--- src/rtl/timer_bank_pkg.sv ---
// Shared types and address map for the timer bank.
// Optional feature macro: TIMER_BANK_PRESCALER_EN (global tick prescaler).
package timer_bank_pkg;

  typedef enum logic [1:0] {
    ST_IDLE = 2'd0,
    ST_LOAD = 2'd1,
    ST_CNT  = 2'd2,
    ST_INT  = 2'd3
  } ch_state_t;

  localparam logic [1:0] MODE_ONESHOT = 2'b00;
  localparam logic [1:0] MODE_RELOAD  = 2'b01;

  localparam logic [1:0] OFF_CTRL   = 2'd0;
  localparam logic [1:0] OFF_PRESET = 2'd1;
  localparam logic [1:0] OFF_COUNT  = 2'd2;
  localparam logic [1:0] OFF_STATUS = 2'd3;

  localparam logic [5:0] ADDR_PRESCALE = 6'h3C;
  localparam int         PRESCALE_W    = 16;

endpackage

--- src/rtl/timer_bank_ch.sv ---
// One timer channel: CTRL/PRESET/COUNT/pending registers and its sequencing FSM.
//
//   state   | meaning
//   --------+---------------------------------------------------------
//   IDLE    | stopped, waiting for EN
//   LOAD    | copy PRESET into COUNT
//   CNT     | decrement COUNT on each tick; reaching 0 moves to INT
//   INT     | one cycle: set pending, then reload or stop (one-shot)
module timer_bank_ch
  import timer_bank_pkg::*;
#(
  parameter int CNT_W = 32
) (
  input  logic             clk,
  input  logic             reset,
  input  logic             tick,
  input  logic             ctrl_we,
  input  logic             preset_we,
  input  logic             status_we,
  input  logic [CNT_W-1:0] wdata,
  output logic             en,
  output logic [1:0]       mode,
  output logic             im,
  output logic [CNT_W-1:0] preset,
  output logic [CNT_W-1:0] count,
  output logic             pending
);

  ch_state_t state;
  logic      stop;

  // A CTRL write clearing EN freezes the channel on that edge so COUNT keeps
  // the value software saw; the FSM drops to IDLE on the following edge.
  assign stop = ctrl_we & ~wdata[0];

  // Register writes and the channel FSM; pending set is placed after the
  // clear so a coinciding set wins.
  always_ff @(posedge clk or negedge reset) begin
    if (!reset) begin
      state   <= ST_IDLE;
      en      <= 1'b0;
      mode    <= MODE_ONESHOT;
      im      <= 1'b0;
      preset  <= '0;
      count   <= '0;
      pending <= 1'b0;
    end else begin
      if (status_we && wdata[0]) pending <= 1'b0;

      if (!stop) begin
        case (state)
          ST_IDLE: if (en) state <= ST_LOAD;
          ST_LOAD: begin
            if (!en) state <= ST_IDLE;
            else begin
              count <= preset;
              state <= ST_CNT;
            end
          end
          ST_CNT: begin
            if (!en) state <= ST_IDLE;
            else if (count == '0) state <= ST_INT;
            else if (tick) begin
              count <= count - CNT_W'(1);
              if (count == CNT_W'(1)) state <= ST_INT;
            end
          end
          ST_INT: begin
            if (!en) state <= ST_IDLE;
            else begin
              pending <= 1'b1;
              if (mode == MODE_RELOAD) state <= ST_LOAD;
              else begin
                en    <= 1'b0;
                state <= ST_IDLE;
              end
            end
          end
          default: state <= ST_IDLE;
        endcase
      end

      if (ctrl_we) begin
        en   <= wdata[0];
        mode <= wdata[2:1];
        im   <= wdata[3];
      end
      if (preset_we) preset <= wdata;
    end
  end

endmodule

--- src/rtl/timer_bank.sv ---
// Bank of NUM_CH down-counting timers behind a word-addressed register map.
// Optional feature macro: TIMER_BANK_PRESCALER_EN adds a 16-bit PRESCALE
// register at word 0x3C that slows CNT decrements; otherwise ticks are
// every cycle and word 0x3C reads 0.
module timer_bank
  import timer_bank_pkg::*;
#(
  parameter int NUM_CH = 2,
  parameter int CNT_W  = 32
) (
  input  logic              clk,
  input  logic              reset,
  input  logic [5:0]        addr,
  input  logic              we,
  input  logic [31:0]       din,
  output logic [31:0]       dout,
  output logic [NUM_CH-1:0] irq,
  output logic              irq_any
);

  logic [3:0]       ch_idx;
  logic [1:0]       off;
  logic             tick;
  logic [NUM_CH-1:0] en_v;
  logic [NUM_CH-1:0] im_v;
  logic [NUM_CH-1:0] pend_v;
  logic [1:0]       mode_v   [NUM_CH];
  logic [CNT_W-1:0] preset_v [NUM_CH];
  logic [CNT_W-1:0] count_v  [NUM_CH];

  assign ch_idx = addr[5:2];
  assign off    = addr[1:0];

`ifdef TIMER_BANK_PRESCALER_EN
  logic [PRESCALE_W-1:0] prescale;
  logic [PRESCALE_W-1:0] pre_cnt;

  // Using >= keeps the counter from running the full 16-bit wrap when
  // PRESCALE is lowered below the current count.
  assign tick = (pre_cnt >= prescale);

  // PRESCALE register and the shared prescale counter.
  always_ff @(posedge clk or negedge reset) begin
    if (!reset) begin
      prescale <= '0;
      pre_cnt  <= '0;
    end else begin
      if (we && addr == ADDR_PRESCALE) prescale <= din[PRESCALE_W-1:0];
      if (tick) pre_cnt <= '0;
      else      pre_cnt <= pre_cnt + PRESCALE_W'(1);
    end
  end
`else
  assign tick = 1'b1;
`endif

  for (genvar i = 0; i < NUM_CH; i++) begin : g_ch
    logic sel;
    assign sel = we && (ch_idx == 4'(i));

    timer_bank_ch #(.CNT_W(CNT_W)) u_ch (
      .clk       (clk),
      .reset     (reset),
      .tick      (tick),
      .ctrl_we   (sel && off == OFF_CTRL),
      .preset_we (sel && off == OFF_PRESET),
      .status_we (sel && off == OFF_STATUS),
      .wdata     (din[CNT_W-1:0]),
      .en        (en_v[i]),
      .mode      (mode_v[i]),
      .im        (im_v[i]),
      .preset    (preset_v[i]),
      .count     (count_v[i]),
      .pending   (pend_v[i])
    );
  end

  // Read mux: unmapped words, including channels beyond NUM_CH, read 0.
  always_comb begin
    dout = '0;
    for (int i = 0; i < NUM_CH; i++) begin
      if (ch_idx == 4'(i)) begin
        case (off)
          OFF_CTRL:   dout = {28'b0, im_v[i], mode_v[i], en_v[i]};
          OFF_PRESET: dout = 32'(preset_v[i]);
          OFF_COUNT:  dout = 32'(count_v[i]);
          OFF_STATUS: dout = {31'b0, pend_v[i]};
          default:    dout = '0;
        endcase
      end
    end
`ifdef TIMER_BANK_PRESCALER_EN
    if (addr == ADDR_PRESCALE) dout = {{(32-PRESCALE_W){1'b0}}, prescale};
`endif
  end

  assign irq     = pend_v & im_v;
  assign irq_any = |irq;

endmodule
--- config.mk ---
export PLATFORM = sky130hd
export DESIGN_NAME = timer_bank
export DESIGN_NICKNAME = d
export VERILOG_FILES = /design/src/rtl/timer_bank_pkg.sv /design/src/rtl/timer_bank_ch.sv /design/src/rtl/timer_bank.sv
export SDC_FILE = /design/constraint.sdc
export NUM_CORES = 1
export LEC_CHECK = 0
export CORE_MARGIN = 3
export CORE_UTILIZATION = 60
export DETAILED_ROUTE_END_ITERATION = 10
export PLACE_DENSITY = 0.81
export SYNTH_ARGS = -nofsm -noshare
export SYNTH_HDL_FRONTEND = slang
export SYNTH_SLANG_ARGS = --single-unit
export TNS_END_PERCENT = 30
--- constraint.sdc ---
create_clock -name clk -period 5.5 [get_ports clk]
set_input_delay 1.1 -clock clk [delete_from_list [all_inputs] [get_ports clk]]
set_output_delay 1.1 -clock clk [all_outputs]
set_load 0.03 [all_outputs]
Word level (Yosys, flattened, before mapping)
Index checks and enable logic that the tools add are counted.
{"block": "classes", "eq_ne": 26, "addsub": 2, "bitwise": 6, "muxes": 46, "reduce_logical": 27}
{"operator": "$mux 32", "count": 8}
{"operator": "$pmux 32 s4", "count": 2}
{"operator": "$pmux 32 s2", "count": 2}
{"operator": "$eq 32x1->1 const B", "count": 2}
{"operator": "$logic_not 32->1", "count": 2}
{"operator": "$sub 32x1->32 const B", "count": 2}
{"operator": "$mux 2", "count": 12}
{"operator": "$mux 1", "count": 20}
{"operator": "$ne 2x1->1 const B", "count": 8}
{"operator": "$pmux 2 s4", "count": 2}
{"operator": "$eq 2x2->1 const B", "count": 6}
{"operator": "$eq 2x1->1 const B", "count": 5}
{"operator": "$logic_and 1x1->1", "count": 10}
{"operator": "$reduce_and 5->1", "count": 2}
{"operator": "$ne 4x4->1 const B", "count": 2}
{"operator": "$reduce_bool 2->1", "count": 4}
{"operator": "$logic_not 2->1", "count": 3}
{"operator": "$reduce_and 3->1", "count": 2}
{"operator": "$eq 4x1->1 const B", "count": 1}
{"operator": "$logic_not 4->1", "count": 1}
{"operator": "$ne 2x2->1 const B", "count": 2}
{"operator": "$reduce_and 2->1", "count": 2}
{"operator": "$not 1->1", "count": 3}
{"operator": "$and 1x1->1", "count": 2}
{"operator": "other kinds (2)", "count": 2}
{"block": "word_totals", "input_bits": 41, "out_inout_bits": 35, "wordCells": 121, "regBits": 142}

Logic depth before layout (Yosys ltp)
{"block": "depth", "depth_word": 8, "depth_mapped": 10, "ltp_nobuf": 8}

Cells and area by module
From an unflattened synthesis, not the netlist that was laid out.
{"block": "unflattened", "cells_unflattened": 929, "hier_area_um2": 8939.8}
{"module": "timer_bank_ch (g_ch[1].u_ch)", "area_per_inst_um2": 4051.4, "cells_each": 404, "seq_area_each_um2": 1776.7, "instances": 1}
{"module": "timer_bank_ch (g_ch[0].u_ch)", "area_per_inst_um2": 3875.0, "cells_each": 382, "seq_area_each_um2": 1776.7, "instances": 1}
{"module": "timer_bank", "area_per_inst_um2": 1013.5, "cells_each": 143, "seq_area_each_um2": 0.0, "instances": 1}

Worst setup path before layout
OpenSTA, ideal clock, no wires.
{"block": "synth_timing", "path_kind": "in2out", "from": "in addr[1]", "to": "out dout[21]", "required_ps": 4400, "path_slack_ps": 1546, "arrival_time_ps": 2854, "path_buffers": 3, "cell_stages": 6, "cell_sequence": "buf_1 -> nor2b_1 -> clkbuf_1 -> clkbuf_1 -> a22oi_1 -> o22ai_1"}
{"block": "synth_between", "elab_chain_len": 4, "word_cells_on_any_way": 8, "cone_classes": "eq/ne (3); mux (4); reduce/logical (1)"}
{"element": "from (decl)", "line_no": "timer_bank.sv:13", "text": "input logic [5:0] addr,"}
{"element": "$eq 2x2->1 (tied with other cells)", "line_no": "timer_bank.sv:83", "text": "case (off)"}
{"element": "$pmux 32 s4", "line_no": "timer_bank.sv:83"}
{"element": "$mux 32", "line_no": "timer_bank.sv:82", "text": "if (ch_idx == 4'(i)) begin"}
{"element": "$mux 32 *", "line_no": "timer_bank.sv:82"}
{"element": "to (decl)", "line_no": "timer_bank.sv:16", "text": "output logic [31:0] dout,"}
Every way passes the cells marked *; elsewhere a longest branch is shown, timed or not.

Worst setup path in the final report
{"block": "layout_timing", "from": "in addr[5]", "to": "out dout[2]"}
{"block": "layout_between", "elab_chain_len": 3, "word_cells_on_any_way": 4, "cone_classes": "eq/ne (1); mux (2); reduce/logical (1)"}
{"element": "$logic_not 4->1", "line_no": "timer_bank.sv:82"}
{"element": "$mux 32", "line_no": "timer_bank.sv:82"}
{"element": "$mux 32 *", "line_no": "timer_bank.sv:82"}
Marks and branches as above.

==> metrics.yaml <==
worst-path-max-fanout: 33
maxCapViolCount: 0
cpMostUsedCell: "clkdlybuf4s50_1"
rr_worst_depth: 6
critPathTopFamily: "buffers and inverters"
max_freq_ghz: 0.205
cts_root_buffer: "clkbuf_16"
clock-skew-final_ns: 0.00402
path_buf_inv: 2
postCtsSetupBuffers: 0
cts_sinks: 142
dp_worst_setup_slack_ns: 0.705
worstSetupPathType: "in2out"
syn_area_um2: 8250
grt_max_degree: 102
portBuffers: 75
comb_power_share_pct: 35.4
reg2reg_from: "g_ch[0].u_ch.count[16]"
design_area_um2: 9650
outcome: "completed"
fillers: 991
synth-seq-area-share_pct: 43.1
ctsHoldBuffers: 0
p_seq_share_pct: 40.3
internal_power_mw: 2.57
cp-start-kind: "primary input"
hold_violations: 0
layout_worst_path_cycle_share_pct: 88.5
fin_util_pct: 72.3
power_switching_mw: 1.85
num_rows: 42
vias_per_cell: 7.26
async_flop_share_pct: 100
setup_slack_ns: 0.631
setup_viol: 0
die_w_um: 123
ios: 76
cts_max_path_buffers: 2
path_cells: "clkdlybuf4s50_1 -> or4_1 -> o22ai_1 -> clkdlybuf4s50_1"
min_delay_path_depth: 1
rsz0062_at_grt: "no"
dp_hpwl_um: 18800
p_sw_share_pct: 42.0
worstMarginPinSlew_ns: 1.20
netlist-cell-type-count: 61
antenna-diode-count: 0
clk_pin_slew_ns: 0.06
track_usage_pct: 37.2
min_path_type: "reg2reg"
die_h_um: 123
num_vias: 8045
coreArea_um2: 13300
routabilityCongestion: 0.967
ant_nets: 0
routed_wl_um: 27400
numCtsBuffers: 17
grt_first_pass_wirelength_um: 42700
fin_setup_tns_ns: 0
syn_to_final_growth_pct: 17.0
yosys_warnings: 0
critical-path-max-stage-delay_ns: 1.08
die_area_um2: 15200
regToRegSetupSlack_ns: 1.81
p_per_area_nw_per_um2: 458
clock_latency_ns: 0.43
crit_path_end_kind: "output pin"
crit_slowest_cell: "or4_1"
required_ns: 4.40
finalPower_mw: 4.42
holdPathEnd: "g_ch[0].u_ch.preset[27]"
avgRoutedWirePerCell_um: 24.7
arrival_ns: 3.77
min_from: "g_ch[0].u_ch.preset[27]"
postPlaceCellArea_um2: 9110
ir_drop_mv: 0.314
ys_ff_latch: 142
nNetsFinal: 971
rr_endpoint: "g_ch[0].u_ch.count[2]"
synth-edff-count: 0
ys.flop_type: "dfrtp_1"
drive_above_1_share_pct: 14.4
htreeDepth: 4
period_needed_ns: 4.87
drc: 0
p_clk_share_pct: 24.3
cts-resized-gates: 0
drt-initial-drc-count: 1246
synthesis.nets: 932
leakagePower_nw: 3.79
grt_pass1_vias: 7452
gr-total-overflow: 0
drv_slew: 0
post_synth.cell_area_avg_um2: 9.35
start_util_pct: 61.8
antenna_found_initial: 0
slew-limit-headroom_pct: 19.6
synthCells: 882
tritoncts: "yes"
dr.pass1.iters: 6
==> stage by stage <==
step | hold WS (ns) | instances
floorplan | 0.473 | 882
global placement | 0.509 | 1078
detailed placement | 0.518 | 1078
CTS | 0.531 | 1108
global route | 0.560 | 1108
finish | 0.537 | 1108
==> cells in the final DEF, fill, tap and decap left out, types with 4 or more instances in the layout <==
cell / netlist / layout
dfrtp_1: 142 / 142
clkdlybuf4s50_1: 0 / 74
o21ai_0: 71 / 71
mux2_2: 71 / 71
a21oi_1: 68 / 68
a22oi_1: 63 / 63
nor2_1: 58 / 58
nand2_1: 44 / 44
o22ai_1: 39 / 39
nor3_1: 32 / 32
nand3_1: 26 / 26
nor4_1: 17 / 17
clkbuf_16: 0 / 17
inv_1: 14 / 14
buf_4: 0 / 14
or3_1: 13 / 13
nand4_1: 12 / 12
or4_1: 11 / 11
mux2i_1: 10 / 10
ha_1: 9 / 9
a22o_1: 7 / 7
o211ai_1: 6 / 6
and3_1: 6 / 6
a32oi_1: 6 / 6
o311ai_0: 6 / 6
and2_1: 4 / 4
or2_2: 4 / 4
nand2b_1: 5 / 4
a41oi_1: 4 / 4
o31a_1: 4 / 4
o32ai_1: 4 / 4
clkbuf_1: 56 / 4
clkinv_2: 0 / 4
==> cells by family (layout without fill, tap and decap cells) <==
logic type                 count (synthesis)  after routing  share of synthesized area [%]
AOI/OAI and AO/OA                        309            309                           24.2
and+or+nand+nor                          254            254                           16.0
DFF                                      142            142                           43.1
buffers and inverters                     85            135                           3.91
muxes                                     83             83                           11.5
adders and majority gates                  9              9                           1.37
==> layer usage <==
metal | track usage, % | vias to the layer above | wire length [um]
met5 | 0 | - | 0
met4 | 11.6 | 0 | 857
met3 | 10.0 | 91 | 2850
met2 | 55.2 | 571 | 12500
met1 | 53.4 | 3896 | 11200
li1 | - | 3487 | -
==> final cells by class <==
class / instances / area [um2] / area share, %
flip-flops and latches: 142 / 3550 / 36.8
clock buffers: 23 / 468 / 4.85
inverters: 14 / 52.6 / 0.545
well taps: 176 / 220 / 2.28
multi-input cells: 655 / 4390 / 45.5
clock inverters: 7 / 65.1 / 0.674
repair buffers: 91 / 897 / 9.30
==> worst max-delay path by stage <==
stage / cells past startpoint / from / endpoint
6_report: 4 / addr[5] / dout[2]
5_1_grt: 4 / addr[5] / dout[15]
4_1_cts: 4 / addr[5] / dout[6]
3_5_place_dp: 4 / addr[5] / dout[6]
3_3_place_gp: 4 / addr[5] / dout[15]
2_1_floorplan: 6 / addr[1] / dout[21]
==> synth_stat cells (all sizes together) (7+ instances only) <==
master / n / share of area, %
nand4: 12 / 0.91
inv: 14 / 0.64
dfrtp: 142 / 43
nor2: 58 / 2.6
a21oi: 68 / 4.1
clkbuf: 56 / 2.5
ha: 9 / 1.4
mux2i: 10 / 1.2
mux2: 71 / 9.7
nand3: 26 / 1.6
nor3: 32 / 1.9
buf: 15 / 0.73
or3: 13 / 0.99
nor4: 17 / 1.3
o22ai: 39 / 3.0
nand2: 45 / 2.1
or4: 13 / 1.3
o21ai: 72 / 4.4
a22o: 7 / 0.74
a22oi: 63 / 5.7
==> power groups by stage <==
stage / Sequential (mW) / Combinational (mW) / Clock, mW
2_1_floorplan: 1.60 / 1.12 / 0
3_3_place_gp: 1.74 / 1.45 / 0
3_5_place_dp: 1.76 / 1.51 / 0
4_1_cts: 1.75 / 1.52 / 1.08
5_1_grt: 1.82 / 1.70 / 1.13
6_report: 1.78 / 1.56 / 1.08
==> sequential cells by signal, summed over array words and instances (netlist names) <==
| signal | flops |
|---|---|
| g_ch.u_ch.preset | 64 |
| g_ch.u_ch.count | 64 |
| g_ch.u_ch.pending | 2 |
| g_ch.u_ch.mode | 4 |
| g_ch.u_ch.state | 4 |
| g_ch.u_ch.en | 2 |
| g_ch.u_ch.im | 2 |
(Power assumes the default switching activity.)
